[src/rtl/ram_tap_uart_tx.sv]
// ---------------------------------------------------------------------------
// ram_tap_uart_tx
//
// Watches the processor's data-RAM write port and copies every write aimed
// at one tap address into a small FIFO. Each queued 16-bit word is sent on a
// UART 8N1 line as two bytes, high byte first, giving the board a debug or
// result channel without touching the processor or the RAM.
//
// Ports:
//   i_clock     processor clock, all state changes on the rising edge
//   i_reset     asynchronous active-low reset
//   i_Wr        RAM write strike, one write per cycle while high
//   i_Addr      RAM address
//   i_Data      RAM write data
//   o_tx        UART serial line, idles high, registered
//   o_busy      high while a frame is on the line or the FIFO holds words
//   o_overflow  sticky, set when a tap write was dropped on a full FIFO
//   o_count     number of words currently in the FIFO (0..depth)
// ---------------------------------------------------------------------------
module ram_tap_uart_tx #(
   parameter int                     DATA_LENGTH = 16,
   parameter int                     ADDR_LENGTH = 11,
   parameter logic [ADDR_LENGTH-1:0] TAP_ADDR    = 11'h7FF,
   parameter int                     BAUD_DIV    = 868,
   parameter int                     FIFO_AW     = 3
) (
   input  logic                   i_clock,
   input  logic                   i_reset,
   input  logic                   i_Wr,
   input  logic [ADDR_LENGTH-1:0] i_Addr,
   input  logic [DATA_LENGTH-1:0] i_Data,
   output logic                   o_tx,
   output logic                   o_busy,
   output logic                   o_overflow,
   output logic [FIFO_AW:0]       o_count
);

   localparam int                 DEPTH    = 1 << FIFO_AW;
   localparam int                 CW       = (BAUD_DIV > 2) ? $clog2(BAUD_DIV) : 1;
   localparam logic [CW-1:0]      BAUD_LAST = CW'(BAUD_DIV - 1);
   localparam logic [CW-1:0]      BAUD_ONE  = 1;
   localparam logic [FIFO_AW:0]   DEPTH_C   = {1'b1, {FIFO_AW{1'b0}}};
   localparam logic [FIFO_AW:0]   CNT_ONE   = 1;
   localparam logic [FIFO_AW-1:0] PTR_ONE   = 1;

   typedef enum logic [1:0] {
      IDLE  = 2'd0,
      START = 2'd1,
      DATA  = 2'd2,
      STOP  = 2'd3
   } TxState;

   TxState                  r_state;
   TxState                  w_nextState;

   logic [DATA_LENGTH-1:0]  r_mem [DEPTH];
   logic [FIFO_AW-1:0]      r_wrPtr;
   logic [FIFO_AW-1:0]      r_rdPtr;
   logic [FIFO_AW:0]        r_count;
   logic                    r_overflow;

   logic [CW-1:0]           r_baudCnt;
   logic [2:0]              r_bitIdx;
   logic                    r_byteSel;
   logic [DATA_LENGTH-1:0]  r_word;
   logic                    r_tx;

   logic                    w_push;
   logic                    w_pushOk;
   logic                    w_pop;
   logic                    w_full;
   logic                    w_baudDone;
   logic [CW-1:0]           w_baudNext;
   logic [2:0]              w_bitIdxNext;
   logic                    w_byteSelNext;
   logic [DATA_LENGTH-1:0]  w_wordNext;
   logic [7:0]              w_byteNext;
   logic                    w_txNext;

   // A tap write is accepted when there is room, or when the transmitter
   // frees a slot on the same edge so a full FIFO stays full.
   assign w_push     = i_Wr && (i_Addr == TAP_ADDR);
   assign w_full     = (r_count == DEPTH_C);
   assign w_pop      = (r_state == IDLE) && (r_count != '0);
   assign w_pushOk   = w_push && (!w_full || w_pop);
   assign w_baudDone = (r_baudCnt == BAUD_LAST);

   // FIFO storage has no reset; only the pointers and count define content.
   always_ff @(posedge i_clock) begin
      if (w_pushOk) begin
         r_mem[r_wrPtr] <= i_Data;
      end
   end

   // FIFO pointers, occupancy and the sticky drop flag.
   always_ff @(posedge i_clock or negedge i_reset) begin
      if (!i_reset) begin
         r_wrPtr    <= '0;
         r_rdPtr    <= '0;
         r_count    <= '0;
         r_overflow <= 1'b0;
      end else begin
         if (w_pushOk) begin
            r_wrPtr <= r_wrPtr + PTR_ONE;
         end
         if (w_pop) begin
            r_rdPtr <= r_rdPtr + PTR_ONE;
         end
         if (w_pushOk && !w_pop) begin
            r_count <= r_count + CNT_ONE;
         end else if (w_pop && !w_pushOk) begin
            r_count <= r_count - CNT_ONE;
         end
         if (w_push && !w_pushOk) begin
            r_overflow <= 1'b1;
         end
      end
   end

   // Transmitter state register.
   always_ff @(posedge i_clock or negedge i_reset) begin
      if (!i_reset) begin
         r_state <= IDLE;
      end else begin
         r_state <= w_nextState;
      end
   end

   // Next-state logic: each non-idle state lasts whole bit-times, and the
   // stop bit of the high byte leads straight into the low byte's start bit.
   always_comb begin
      w_nextState = r_state;
      case (r_state)
         IDLE: begin
            if (r_count != '0) begin
               w_nextState = START;
            end
         end
         START: begin
            if (w_baudDone) begin
               w_nextState = DATA;
            end
         end
         DATA: begin
            if (w_baudDone && (r_bitIdx == 3'd7)) begin
               w_nextState = STOP;
            end
         end
         STOP: begin
            if (w_baudDone) begin
               w_nextState = r_byteSel ? START : IDLE;
            end
         end
         default: w_nextState = IDLE;
      endcase
   end

   // Output logic: computes the datapath values for the coming cycle so the
   // serial line can be registered and still change on the same edge as the
   // state it belongs to.
   always_comb begin
      w_baudNext    = r_baudCnt + BAUD_ONE;
      w_bitIdxNext  = r_bitIdx;
      w_byteSelNext = r_byteSel;
      w_wordNext    = r_word;
      w_txNext      = 1'b1;

      if ((r_state == IDLE) || (w_nextState != r_state) || w_baudDone) begin
         w_baudNext = '0;
      end

      if (r_state != DATA) begin
         w_bitIdxNext = 3'd0;
      end else if (w_baudDone) begin
         w_bitIdxNext = r_bitIdx + 3'd1;
      end

      if (w_pop) begin
         w_byteSelNext = 1'b1;
         w_wordNext    = r_mem[r_rdPtr];
      end else if ((r_state == STOP) && w_baudDone) begin
         w_byteSelNext = 1'b0;
      end

      w_byteNext = w_byteSelNext ? w_wordNext[DATA_LENGTH-1 -: 8] : w_wordNext[7:0];

      case (w_nextState)
         START:   w_txNext = 1'b0;
         DATA:    w_txNext = w_byteNext[w_bitIdxNext];
         default: w_txNext = 1'b1;
      endcase
   end

   // Transmitter datapath registers, including the glitch-free line driver.
   always_ff @(posedge i_clock or negedge i_reset) begin
      if (!i_reset) begin
         r_baudCnt <= '0;
         r_bitIdx  <= 3'd0;
         r_byteSel <= 1'b0;
         r_word    <= '0;
         r_tx      <= 1'b1;
      end else begin
         r_baudCnt <= w_baudNext;
         r_bitIdx  <= w_bitIdxNext;
         r_byteSel <= w_byteSelNext;
         r_word    <= w_wordNext;
         r_tx      <= w_txNext;
      end
   end

   assign o_tx       = r_tx;
   assign o_busy     = (r_state != IDLE) || (r_count != '0);
   assign o_overflow = r_overflow;
   assign o_count    = r_count;

endmodule

[config.mk]
export PLATFORM = sky130hd
export DESIGN_NAME = ram_tap_uart_tx
export DESIGN_NICKNAME = d
export VERILOG_FILES = /design/src/rtl/ram_tap_uart_tx.sv
export SDC_FILE = /design/constraint.sdc
export NUM_CORES = 1
export LEC_CHECK = 0
export BUFFER_PORTS_ARGS = -buffer_cell sky130_fd_sc_hd__buf_4
export CAP_MARGIN = 30
export CORE_MARGIN = 2
export CORE_UTILIZATION = 49
export CTS_BUF_LIST = sky130_fd_sc_hd__clkbuf_8 sky130_fd_sc_hd__clkbuf_16
export DETAILED_ROUTE_END_ITERATION = 8
export HOLD_SLACK_MARGIN = 0.12
export PLACE_DENSITY = 0.66
export SLEW_MARGIN = 20
export SYNTH_ARGS = -nofsm -noshare
export SYNTH_HDL_FRONTEND = slang
export SYNTH_SLANG_ARGS = --single-unit
export TNS_END_PERCENT = 20
[constraint.sdc]
create_clock -name i_clock -period 4.64 [get_ports i_clock]
set_clock_uncertainty 0.2 [all_clocks]
set_input_delay 0 -clock i_clock [delete_from_list [all_inputs] [get_ports i_clock]]
set_output_delay 0 -clock i_clock [all_outputs]
set_load 0.02 [all_outputs]
Word-level counts from Yosys, hierarchy flattened
Memory sizes are Yosys's and may differ from the RTL's. Index checks and enable logic that the tools add are counted.

Output and inout port bits: 7. Bits in registers: 44. RAM bits: 128. Memories kept: 1. Logic and storage cells: 68.

Reductions and logical operators: 19. Muxes and demuxes: 20. Equal/unequal tests: 11. Add/subtract/negate cells: 6. Order comparisons: 1.

Memories: r_mem (depth 8, bits a word 16, rd ports 1, clocked after Yosys merged registers in 0, wr ports 1, line 56) `logic [DATA_LENGTH-1:0] r_mem [DEPTH];`.

Operators by type and width (count): $mux 16 (1); $eq 11x11->1 const B (1); $add 10x1->10 const B (1); $eq 10x10->1 const B (1); $mux 10 (1); $add 3x1->3 const B (3); $logic_and 1x1->1 (8); $mux 2 (4); $mux 4 (2); $mux 8 (1); $pmux 2 s4 (1); $eq 2x2->1 const B (3); $mux 1 (6); $mux 3 (2); $add 4x1->4 const B (1); $eq 2x1->1 const B (2); $eq 4x4->1 const B (1); $logic_or 1x1->1 (4); $lt 3x4->1 const B (1); $reduce_bool 2->1 (2); $reduce_bool 4->1 (1); $sub 4x1->4 const B (1); $bmux 1 s3 (1); $eq 3x3->1 const B (1); 5 further kinds (7).

Logic depth before layout (Yosys ltp)
Gate-level depths: netlist of the first run.

Depth after elaboration: 8. Depth in mapped cells: 12. Mapped depth without buffers: 11.

Worst setup path before layout of the first run
Ideal clock, no wire load.

Kind: reg-to-reg. From: register r_state[0]. To: memory r_mem[4][0], enable pin. Required time: 4031 ps. Period minus slack after synthesis: 3073 ps. Setup time: 409 ps. Stages on the path, launching flop included: 7. Arrival time: 2464 ps. Path slack: 1567 ps. Cell sequence: dfrtp_1 -> clkbuf_1 -> nor2_1 -> nor2b_1 -> a21boi_1 -> nand2_1 -> nor3_1.

Word-level cells in the longest chain between the ends: 6.

RTL lines: start, declared (line 53) `TxState r_state;`; start signal, assigned (line 125) `r_state <= w_nextState;`; $logic_not 2->1 (line 84) `assign w_pop = (r_state == IDLE) && (r_count != '0);`; $logic_and 1x1->1 (line 84); $logic_or 1x1->1 (line 85) `assign w_pushOk = w_push && (!w_full || w_pop);`; $logic_and 1x1->1 (line 85); named net w_pushOk (line 69) `logic w_pushOk;`; $mux 1 (line 90) `if (w_pushOk) begin`; $mux 1 (implied by the code) (line 91) `r_mem[r_wrPtr] <= i_Data;`; end, declared (line 56).

The timed path passes the listed nets, and every way through them passes these cells.

Worst setup path in the final report of the first run
From: input port i_Addr[0]. To: register r_count[3], in the netlist o_count[3].

Word-level cells in the longest chain between the ends: 6.

RTL lines: start, declared (line 30) `input logic [ADDR_LENGTH-1:0] i_Addr,`; $eq 11x11->1 * (line 82) `assign w_push = i_Wr && (i_Addr == TAP_ADDR);`; $logic_and 1x1->1 * (line 82); $logic_and 1x1->1 * (line 85); named net w_pushOk (line 69); $logic_not 1->1 (line 111) `end else if (w_pop && !w_pushOk) begin`; $logic_and 1x1->1 (line 111); $reduce_bool 2->1 (no source line); end signal, assigned (line 110) `r_count <= r_count + CNT_ONE;`; end signal, assigned (line 112) `r_count <= r_count - CNT_ONE;`; end, declared (line 59) `logic [FIFO_AW:0] r_count;`.

The timed path passes the listed nets; every way through them passes the cells marked *. A chain may end at the register's enable or synchronous reset.

==> flow_metrics.env, run 1 <==
export IMPL_nNetsFinal=530
export IMPL_clk_path_buf_depth=2
export IMPL_core_mm2=0.0140
export IMPL_ios=37
export IMPL_io_buffers=36
export IMPL_setup_violations=0
export IMPL_max_slew_margin_pct=42.5
export IMPL_period_share_pct=79.0
export IMPL_dieWidth_um=124
export IMPL_postCtsSetupRepairBufs=0
export IMPL_max_freq_ghz=0.273
export IMPL_switchingPower_mw=0.582
export IMPL_drt_iter0_markers=158
export IMPL_drc=0
export IMPL_track_usage_pct=17.7
export IMPL_syn_num_nets=453
export IMPL_die_area_mm2=0.0154
export IMPL_regArea_mm2=0.00495
export IMPL_grt_pass1_wl_um=20600
export IMPL_synthArstFlopShare_pct=25.6
export IMPL_worst_pin_slew_ns=0.863
export IMPL_yosys_cell_types_count=44
export IMPL_yosys_warnings=0
export IMPL_dr_pass1_iters=4
export IMPL_routed_wl_um=12900
export IMPL_place_ws_ns=1.56
export IMPL_avgSynthCellArea_um2=17.1
export IMPL_rsz0062_at_grt="no"
export IMPL_die_height_um=124
export IMPL_internal_power_mw=2.63
export IMPL_antenna_found_initial=0
export IMPL_setup_slack_ns=0.977
export IMPL_num_vias=3700
export IMPL_ctsHtreeMaxLevel=4
export IMPL_grt_pass1_vias=3904
export IMPL_post_route_min_period_ns=3.66
export IMPL_hold_viol=0
export IMPL_gp_congestion=0.729
export IMPL_cts_resized=0
export IMPL_p_comb_share_pct=1.8
export IMPL_synth_area_mm2=0.00709
export IMPL_cts_tree="done"
export IMPL_std_cell_rows=43
export IMPL_synth_edff_count=128
export IMPL_seq_power_share_pct=51.6
export IMPL_clockPowerShare_pct=46.6
export IMPL_crit_path_start_kind="input port"
export IMPL_timing_rr_start="o_count[0]"
export IMPL_multi_input_area_mm2=0.00196
export IMPL_cts_buffers=17
export IMPL_ys_flop_type="edfxtp_1"
export IMPL_avgViaCountPerCell=5.41
export IMPL_critPathArrivalTime_ns=3.77
export IMPL_ant_nets=0
export IMPL_nFillCells=1022
export IMPL_clock_sinks=172
export IMPL_routedWlPerCell_um=18.8
export IMPL_syn_inst=414
export IMPL_crit_required_ns=4.75
export IMPL_slew_violations=0
export IMPL_endpoint_kind="flip-flop"
export IMPL_area_delta_synth_final_pct=20.2
export IMPL_insertion_delay_ns=0.42
export IMPL_drive_gt1_share_pct=27.0
export IMPL_crit_start="i_Addr[0]"
export IMPL_grt_max_degree=44
export IMPL_hold_path_class="input port to flip-flop"
export IMPL_cp_endpoint="o_count[3]"
export IMPL_cp_max_fo=6
export IMPL_p_leak_nw=3.23
export IMPL_hold_depth=2
export IMPL_initial_core_util_pct=50.7
export IMPL_ys_ff_latch=172
export IMPL_fin_setup_tns_ns=0
export IMPL_diodes=0
export IMPL_worstRegToRegCells=12
export IMPL_cts_root_buf="clkbuf_16"
export IMPL_ir_drop_mv=0.273
export IMPL_power_density_mw_per_mm2=377
export IMPL_synth_seq_area_share_pct=69.8
export IMPL_grt_ovfl_total=0
export IMPL_cap_viol_max_count=0
export IMPL_clkTransAtPathRegs_ns=0.06
export IMPL_r2r_setup_slack_ns=1.59
export IMPL_status="complete, no violations"
export IMPL_r2r_end="o_count[3]"
export IMPL_hpwl_um=7560
export IMPL_swShare_pct=18.1
export IMPL_criticalPathCategory="input port to flip-flop"
==> worst min path at each step <==
stage | startpoint | slack, ns | end
global route | i_Data[8] | 0.16 | r_mem[4][8]
detailed placement | i_reset | -0.16 | o_count[2]
floorplan | i_reset | -0.50 | o_count[0]
CTS | i_Data[1] | 0.13 | r_mem[5][1]
global placement | i_reset | -0.17 | o_count[2]
finish | i_Data[6] | 0.16 | r_mem[2][6]
==> synthesized netlist by cell type (all sizes together), types with 6 or more instances <==
master | n | area (um^2)
edfxtp | 128 | 3840
dfrtp | 43 | 1080
inv | 36 | 135
mux4 | 32 | 721
mux2i | 29 | 290
nor2 | 22 | 82.6
mux2 | 18 | 203
nand2 | 16 | 60.1
xnor2 | 11 | 96.3
buf | 9 | 45.1
ha | 8 | 100
nor3 | 7 | 40.0
xor2 | 7 | 61.3
clkbuf | 6 | 22.5
==> power by group through the flow <==
stage | Clock, mW | Combinational, mW | Sequential [mW]
after floorplan | 0 | 0.00211 | 1.69
after global placement | 0 | 0.0402 | 1.69
after detailed placement | 0 | 0.0433 | 1.69
after CTS | 1.52 | 0.0597 | 1.66
after global routing | 1.58 | 0.0647 | 1.66
final | 1.50 | 0.0588 | 1.66
==> routing by layer <==
metal | track usage, % | vias to the layer above | part of all wire, %
met1 | 22.4 | 1911 | 45
met2 | 29.6 | 62 | 50
li1 | - | 1705 | -
met3 | 4.30 | 22 | 3.2
met5 | 0 | - | 0
met4 | 6.94 | 0 | 2.3
==> cell type report <==
| cell class | count | area share, % |
|---|---|---|
| Inverter | 36 | 1.59 |
| Sequential cell | 172 | 58.1 |
| Timing Repair Buffer | 73 | 7.37 |
| Tap cell | 180 | 2.64 |
| Multi-Input combinational cell | 191 | 22.9 |
| Clock buffer | 17 | 4.99 |
| Clock inverter | 15 | 2.41 |
==> state kept, by name (all words and copies together), names as in the netlist <==
register / cells
o_count: 4
r_wrPtr: 3
r_bitIdx: 3
r_baudCnt: 10
r_mem: 128
r_rdPtr: 3
o_tx: 1
r_state: 2
r_byteSel: 1
o_overflow: 1
r_word: 16
==> per-stage QoR <==
stage | hold slack (ns) | power (mW) | instance area (um^2) | instances | util, %
6_report | 0.157 | 3.21 | 8520 | 684 | 60.9
5_1_grt | 0.156 | 3.30 | 8520 | 684 | 60.9
4_1_cts | 0.134 | 3.24 | 8510 | 683 | 60.8
3_5_place_dp | -0.158 | 1.73 | 7640 | 629 | 54.6
3_3_place_gp | -0.168 | 1.73 | 7640 | 629 | 54.6
2_1_floorplan | -0.496 | 1.69 | 7090 | 414 | -
==> kinds of logic after synthesis <==
logic type	after synthesis	share of synthesized area [%]
flip-flops	172	69.8
multiplexers	79	17.1
XOR/XNOR	18	2.22
AO/OA/AOI/OAI	15	1.45
buffers and inverters	51	2.86
AND/OR/NAND/NOR	70	4.89
adder cells (fa/ha/maj)	9	1.69
==> worst max-delay path, stage by stage <==
cell and delay, ns:
dlygate4sd3_1 0.53, buf_4 0.10, nand4_1 0.05, dlygate4sd3_1 0.55, nor3_1 0.17, dlygate4sd3_1 0.59, a21boi_1 0.46, ha_1 0.28
inv_1 0.09, ha_1 0.28, a21o_1 0.18, a21oi_1 0.16, xnor2_1 0.13, nor2_1 0.07, xor2_1 0.14
==> cells in the final DEF (no fill, tap or decap), drive strengths merged, types with 4 or more instances in the layout <==
cell type	count
mux4	32
buf	52
ha	8
inv	38
mux2	18
dlygate4sd3	21
nand2b	5
clkinv	5
mux2i	29
xnor2	11
nor2	22
bufinv	5
edfxtp	128
nand2	16
o21ai	4
clkbuf	17
nor3	7
nand4	5
xor2	7
dfrtp	43
nand3	4
==> what timing repair did <==
action                                 4_1_cts  5_1_grt
setup endpoints to repair                    0        0
hold buffers                                22        0
endpoints found under the hold margin      176        0
No activity file was read; power rests on OpenSTA's default activity.
==> run 2, diff against run 1 <==
PLACE_DENSITY = 0.69   (was 0.66)
clock period = 3.3 ns   (was 4.64 ns; I/O delays follow)
==> flow_metrics.env, run 2 (synthesized netlist as in run 1, its figures left out) <==
export IMPL_grt_max_degree=44
export IMPL_drc=0
export IMPL_power_density_mw_per_mm2=512
export IMPL_nNetsFinal=537
export IMPL_p_leak_nw=3.25
export IMPL_num_vias=3674
export IMPL_routed_wl_um=13200
export IMPL_diodes=0
export IMPL_status="complete, no violations"
export IMPL_critPathArrivalTime_ns=3.08
export IMPL_io_buffers=36
export IMPL_post_route_min_period_ns=2.97
export IMPL_power_mw=4.39
export IMPL_wl_met2_um=6630
export IMPL_top_layer_used="met4"
export IMPL_hpwl_um=7720
export IMPL_hold_buffers=26
export IMPL_dr_pass1_iters=4
export IMPL_insertion_delay_ns=0.43
export IMPL_cp_max_fo=5
export IMPL_cts_tree="done"
export IMPL_die_area_mm2=0.0154
export IMPL_grt_pass1_vias=4003
export IMPL_die_height_um=124
export IMPL_cts_resized=0
export IMPL_hold_ws_ns=0.147
export IMPL_crit_start="i_Addr[3]"
export IMPL_nFillCells=1024
export IMPL_slew_violations=0
export IMPL_std_cell_rows=43
export IMPL_hold_viol=0
export IMPL_ant_nets=0
export IMPL_final_area_mm2=0.00856
export IMPL_hold_path_class="input port to flip-flop"
export IMPL_cp_endpoint="o_count[3]"
export IMPL_core_mm2=0.0140
export IMPL_ctsHtreeMaxLevel=4
export IMPL_area_delta_synth_final_pct=20.8
export IMPL_regMostFlops="r_mem"
export IMPL_fin_setup_tns_ns=0
export IMPL_rsz0062_at_grt="no"
export IMPL_gp_congestion=0.732
export IMPL_top_regs="r_mem (128), r_word (16), r_baudCnt (10)"
export IMPL_clk_path_buf_depth=2
export IMPL_p_comb_share_pct=1.9
export IMPL_cts_buffers=17
export IMPL_postCtsSetupRepairBufs=0
export IMPL_cts_root_buf="clkbuf_16"
export IMPL_drive_gt1_share_pct=27.8
export IMPL_drt_iter0_markers=258
export IMPL_seq_power_share_pct=53.1
export IMPL_ios=37
export IMPL_criticalPathCategory="input port to flip-flop"
export IMPL_r2r_end="o_tx"
export IMPL_grt_ovfl_total=0
export IMPL_cp_slowest_cell="dlygate4sd3_1"
export IMPL_switchingPower_mw=0.884
export IMPL_max_slew_margin_pct=55.7
export IMPL_clockPowerShare_pct=45.0
export IMPL_avgViaCountPerCell=5.32
export IMPL_worst_pin_slew_ns=0.660
export IMPL_clock_sinks=172
export IMPL_swShare_pct=20.2
export IMPL_worstRegToRegCells=6
export IMPL_track_usage_pct=18.5
export IMPL_cp_slowest_stage_delay_ns=0.57
export IMPL_setup_violations=0
export IMPL_dieWidth_um=124
export IMPL_period_share_pct=90.0
export IMPL_largest_reg_flops=128
export IMPL_ir_drop_mv=0.641
export IMPL_r2r_setup_slack_ns=0.41
export IMPL_grt_pass1_wl_um=21600
export IMPL_timing_rr_start="r_baudCnt[0]"
export IMPL_antenna_found_initial=0
export IMPL_endpoint_kind="flip-flop"
export IMPL_wl_met1_um=5950
export IMPL_setup_slack_ns=0.329
export IMPL_routedWlPerCell_um=19.0
export IMPL_internal_power_mw=3.50
export IMPL_crit_chain="dlygate4sd3_1 > buf_4 > nand4_1 > dlygate4sd3_1 > nor3_1 > a21boi_1 > buf_4 > ha_1 > inv_1 > ha_1 > a21o_1 > a21oi_1 > xnor2_1 > nor2_1 > xor2_1"
export IMPL_place_ws_ns=0.441
export IMPL_clkTransAtPathRegs_ns=0.07
export IMPL_crit_path_start_kind="input port"
export IMPL_final_cell_mix="edfxtp_1 (128), buf_4 (52), dfrtp_1 (43)"
export IMPL_final_common_cell="edfxtp_1"
export IMPL_cap_viol_max_count=0
export IMPL_placed_area_mm2=0.00769
export IMPL_crit_required_ns=3.41
export IMPL_max_freq_ghz=0.337
export IMPL_initial_core_util_pct=50.7
export IMPL_wl_met3_um=371
-- run 2: cell types whose count changed in the layout (fill, tap and decap cells not counted), moves of 2 or more --
cell and change:
bufinv_16 -3, inv_6 +2, clkinv_1 -3, buf_4 +2
dlygate4sd3_1 +4, inv_8 +3, buf_12 +2
-- run 2: how the worst min path moves through the flow --
stage / startpoint / endpoint / cells past startpoint
5_1_grt: i_Data[11] / r_mem[0][11] / 2
6_report: i_Addr[5] / r_wrPtr[1] / 6
4_1_cts: i_Data[8] / r_mem[5][8] / 2
2_1_floorplan: i_reset / o_count[0] / 0
3_5_place_dp: i_reset / o_count[1] / 1
3_3_place_gp: i_reset / o_count[2] / 1
-- run 2: stage by stage --
step | cells | utilization (%)
4_1_cts | 691 | 61.2
5_1_grt | 691 | 61.2
3_3_place_gp | 633 | 55.0
2_1_floorplan | 414 | -
3_5_place_dp | 633 | 55.0
6_report | 691 | 61.2
-- run 2: power by group through the flow --
stage / combinational [mW] / sequential (mW) / clock, mW
floorplan: 0.00296 / 2.38 / 0
CTS: 0.0858 / 2.33 / 2.01
global placement: 0.0564 / 2.37 / 0
global route: 0.0941 / 2.33 / 2.12
detailed placement: 0.0604 / 2.37 / 0
finish: 0.0855 / 2.33 / 1.97
-- run 2: cell type report --
cell class                 instances  area, um^2  area share [%]
multi-input combinational        191        1960            22.8
clock buffer                      17         425            4.97
inverter                          36         135            1.58
sequential                       172        4950            57.8
clock inverter                    15         165            1.93
timing repair buffer              80         708            8.27
tap                              180         225            2.63
-- run 2: per-layer routing --
metal	vias to the layer above	global-route usage (%)
li1	1723	-
met5	-	0
met1	1889	24.6
met2	47	30.2
met3	15	4.81
met4	0	6.21
-- run 2: critical path: cells and delay by family --
family | cells | cell delay, ns
adder cells (fa/ha/maj) | 2 | 0.46
AND/OR/NAND/NOR | 3 | 0.38
XOR/XNOR | 2 | 0.27
AO/OA/AOI/OAI | 3 | 0.54
buffers and inverters | 5 | 1.45
==> run 3, diff against run 2 <==
PLACE_DENSITY = 0.66   (was 0.69)
clock period = 3.36 ns   (was 3.3 ns; I/O delays follow)
==> flow_metrics.env, run 3 (synthesized netlist as in run 1, its figures left out) <==
export IMPL_grt_pass1_vias=3929
export IMPL_nNetsFinal=540
export IMPL_area_delta_synth_final_pct=20.9
export IMPL_routedWlPerCell_um=18.4
export IMPL_drc=0
export IMPL_crit_required_ns=3.47
export IMPL_hold_depth=2
export IMPL_critPathArrivalTime_ns=3.10
export IMPL_final_common_cell="edfxtp_1"
export IMPL_num_vias=3689
export IMPL_swShare_pct=19.8
export IMPL_timing_rr_start="r_baudCnt[0]"
export IMPL_p_comb_share_pct=2.0
export IMPL_setup_violations=0
export IMPL_die_area_mm2=0.0154
export IMPL_endpoint_kind="flip-flop"
export IMPL_clkTransAtPathRegs_ns=0.07
export IMPL_std_cell_rows=43
export IMPL_core_mm2=0.0140
export IMPL_top_regs="r_mem (128), r_word (16), r_baudCnt (10)"
export IMPL_criticalPathCategory="input port to flip-flop"
export IMPL_antenna_found_initial=0
export IMPL_status="complete, no violations"
export IMPL_crit_chain="dlygate4sd3_1 > buf_4 > nand4_1 > dlygate4sd3_1 > nor3_1 > a21boi_1 > buf_4 > ha_1 > inv_1 > ha_1 > a21o_1 > a21oi_1 > xnor2_1 > nor2_1 > xor2_1"
export IMPL_cts_buffers=17
export IMPL_worst_pin_slew_ns=0.628
export IMPL_min_from="i_Data[3]"
export IMPL_worstRegToRegCells=6
export IMPL_cts_tree="done"
export IMPL_cp_max_fo=4
export IMPL_seq_power_share_pct=53.4
export IMPL_wl_met3_um=437
export IMPL_initial_core_util_pct=50.7
export IMPL_min_to="r_mem[1][3]"
export IMPL_ant_nets=0
export IMPL_cp_slowest_cell="dlygate4sd3_1"
export IMPL_dr_pass1_iters=4
export IMPL_slew_violations=0
export IMPL_placed_area_mm2=0.00768
export IMPL_final_cell_mix="edfxtp_1 (128), buf_4 (53), dfrtp_1 (43)"
export IMPL_die_height_um=124
export IMPL_max_freq_ghz=0.334
export IMPL_ir_drop_mv=0.462
export IMPL_fin_setup_tns_ns=0
export IMPL_max_slew_margin_pct=57.8
export IMPL_setup_slack_ns=0.364
export IMPL_internal_power_mw=3.44
export IMPL_final_area_mm2=0.00857
export IMPL_switchingPower_mw=0.847
export IMPL_wl_met1_um=5560
export IMPL_grt_ovfl_total=0
export IMPL_largest_reg_flops=128
export IMPL_clockPowerShare_pct=44.6
export IMPL_grt_max_degree=44
export IMPL_period_share_pct=89.2
export IMPL_rsz0062_at_grt="no"
export IMPL_cp_slowest_stage_delay_ns=0.59
export IMPL_top_layer_used="met4"
export IMPL_io_buffers=36
export IMPL_clk_path_buf_depth=2
export IMPL_power_mw=4.29
export IMPL_track_usage_pct=17.9
export IMPL_ctsHtreeMaxLevel=4
export IMPL_power_density_mw_per_mm2=500
export IMPL_dieWidth_um=124
export IMPL_hold_viol=0
export IMPL_grt_pass1_wl_um=20600
export IMPL_gp_congestion=0.732
export IMPL_ios=37
export IMPL_drt_iter0_markers=220
export IMPL_clock_sinks=172
export IMPL_regMostFlops="r_mem"
export IMPL_routed_wl_um=12800
export IMPL_avgViaCountPerCell=5.32
export IMPL_hold_path_class="input port to flip-flop"
export IMPL_place_ws_ns=0.519
export IMPL_post_route_min_period_ns=3.00
export IMPL_p_leak_nw=3.26
export IMPL_insertion_delay_ns=0.42
export IMPL_cap_viol_max_count=0
export IMPL_wl_met2_um=6590
export IMPL_cts_root_buf="clkbuf_16"
export IMPL_drive_gt1_share_pct=27.6
export IMPL_crit_path_start_kind="input port"
export IMPL_hpwl_um=7660
export IMPL_diodes=0
export IMPL_r2r_setup_slack_ns=0.48
export IMPL_r2r_end="o_tx"
run 3: changes by cell type in the layout (fill, tap and decap cells not counted):
cell           before  now
inv_6               2    5
buf_12              2    1
dlygate4sd3_1      25   28
clkinvlp_4          3    1
inv_8               3    1
clkinv_2            2    3
buf_4              52   53
run 3: layout make-up:
class	count	area, um^2
fillers	1017	5420
flip-flops and latches	172	4950
multi-input cells	191	1960
repair buffers	83	726
clock buffers	17	425
well taps	180	225
clock inverters	15	159
inverters	36	135
run 3: repair_timing:
action                    in CTS  in global routing
hold buffers                  29                  0
hold endpoints to repair     176                  0
gates resized for setup        0                  0
setup buffers                  0                  0
run 3: metal layers:
metal  GRT usage, %  up-vias
li1               -     1726
met5              0        -
met1           22.3     1881
met2           30.1       70
met3           4.81       12
met4           6.81        0
run 3: worst max path at each step:
stage / start / to / slack, ns / cells past startpoint
5_1_grt: i_Addr[7] / o_count[3] / 0.17 / 15
3_3_place_gp: r_baudCnt[0] / o_tx / 0.60 / 6
6_report: i_Addr[7] / o_count[3] / 0.36 / 15
4_1_cts: i_Addr[0] / o_count[3] / 0.42 / 15
2_1_floorplan: r_state[0] / r_mem[4][0] / 0.29 / 6
3_5_place_dp: r_baudCnt[0] / o_tx / 0.52 / 6
run 3: power by group through the flow:
stage | Combinational, mW | Sequential [mW] | Clock [mW]
final | 0.0849 | 2.29 | 1.91
after global placement | 0.0556 | 2.33 | 0
after CTS | 0.0859 | 2.29 | 1.96
after floorplan | 0.00291 | 2.33 | 0
after global routing | 0.0948 | 2.29 | 2.05
after detailed placement | 0.0586 | 2.33 | 0
run 3: worst max-delay path, delay by kind of cell:
family | cells | cell delay (ns)
compound gates | 3 | 0.55
xor+xnor | 2 | 0.28
fa+ha+maj | 2 | 0.45
buf+inv | 5 | 1.46
simple gates | 3 | 0.35
run 3: metrics by stage:
| stage | hold slack, ns | utilization [%] | cells |
|---|---|---|---|
| after detailed placement | -0.165 | 54.9 | 633 |
| after global routing | 0.146 | 61.3 | 694 |
| after floorplan | -0.496 | - | 414 |
| after CTS | 0.123 | 61.3 | 694 |
| final | 0.141 | 61.3 | 694 |
| after global placement | -0.171 | 54.9 | 633 |
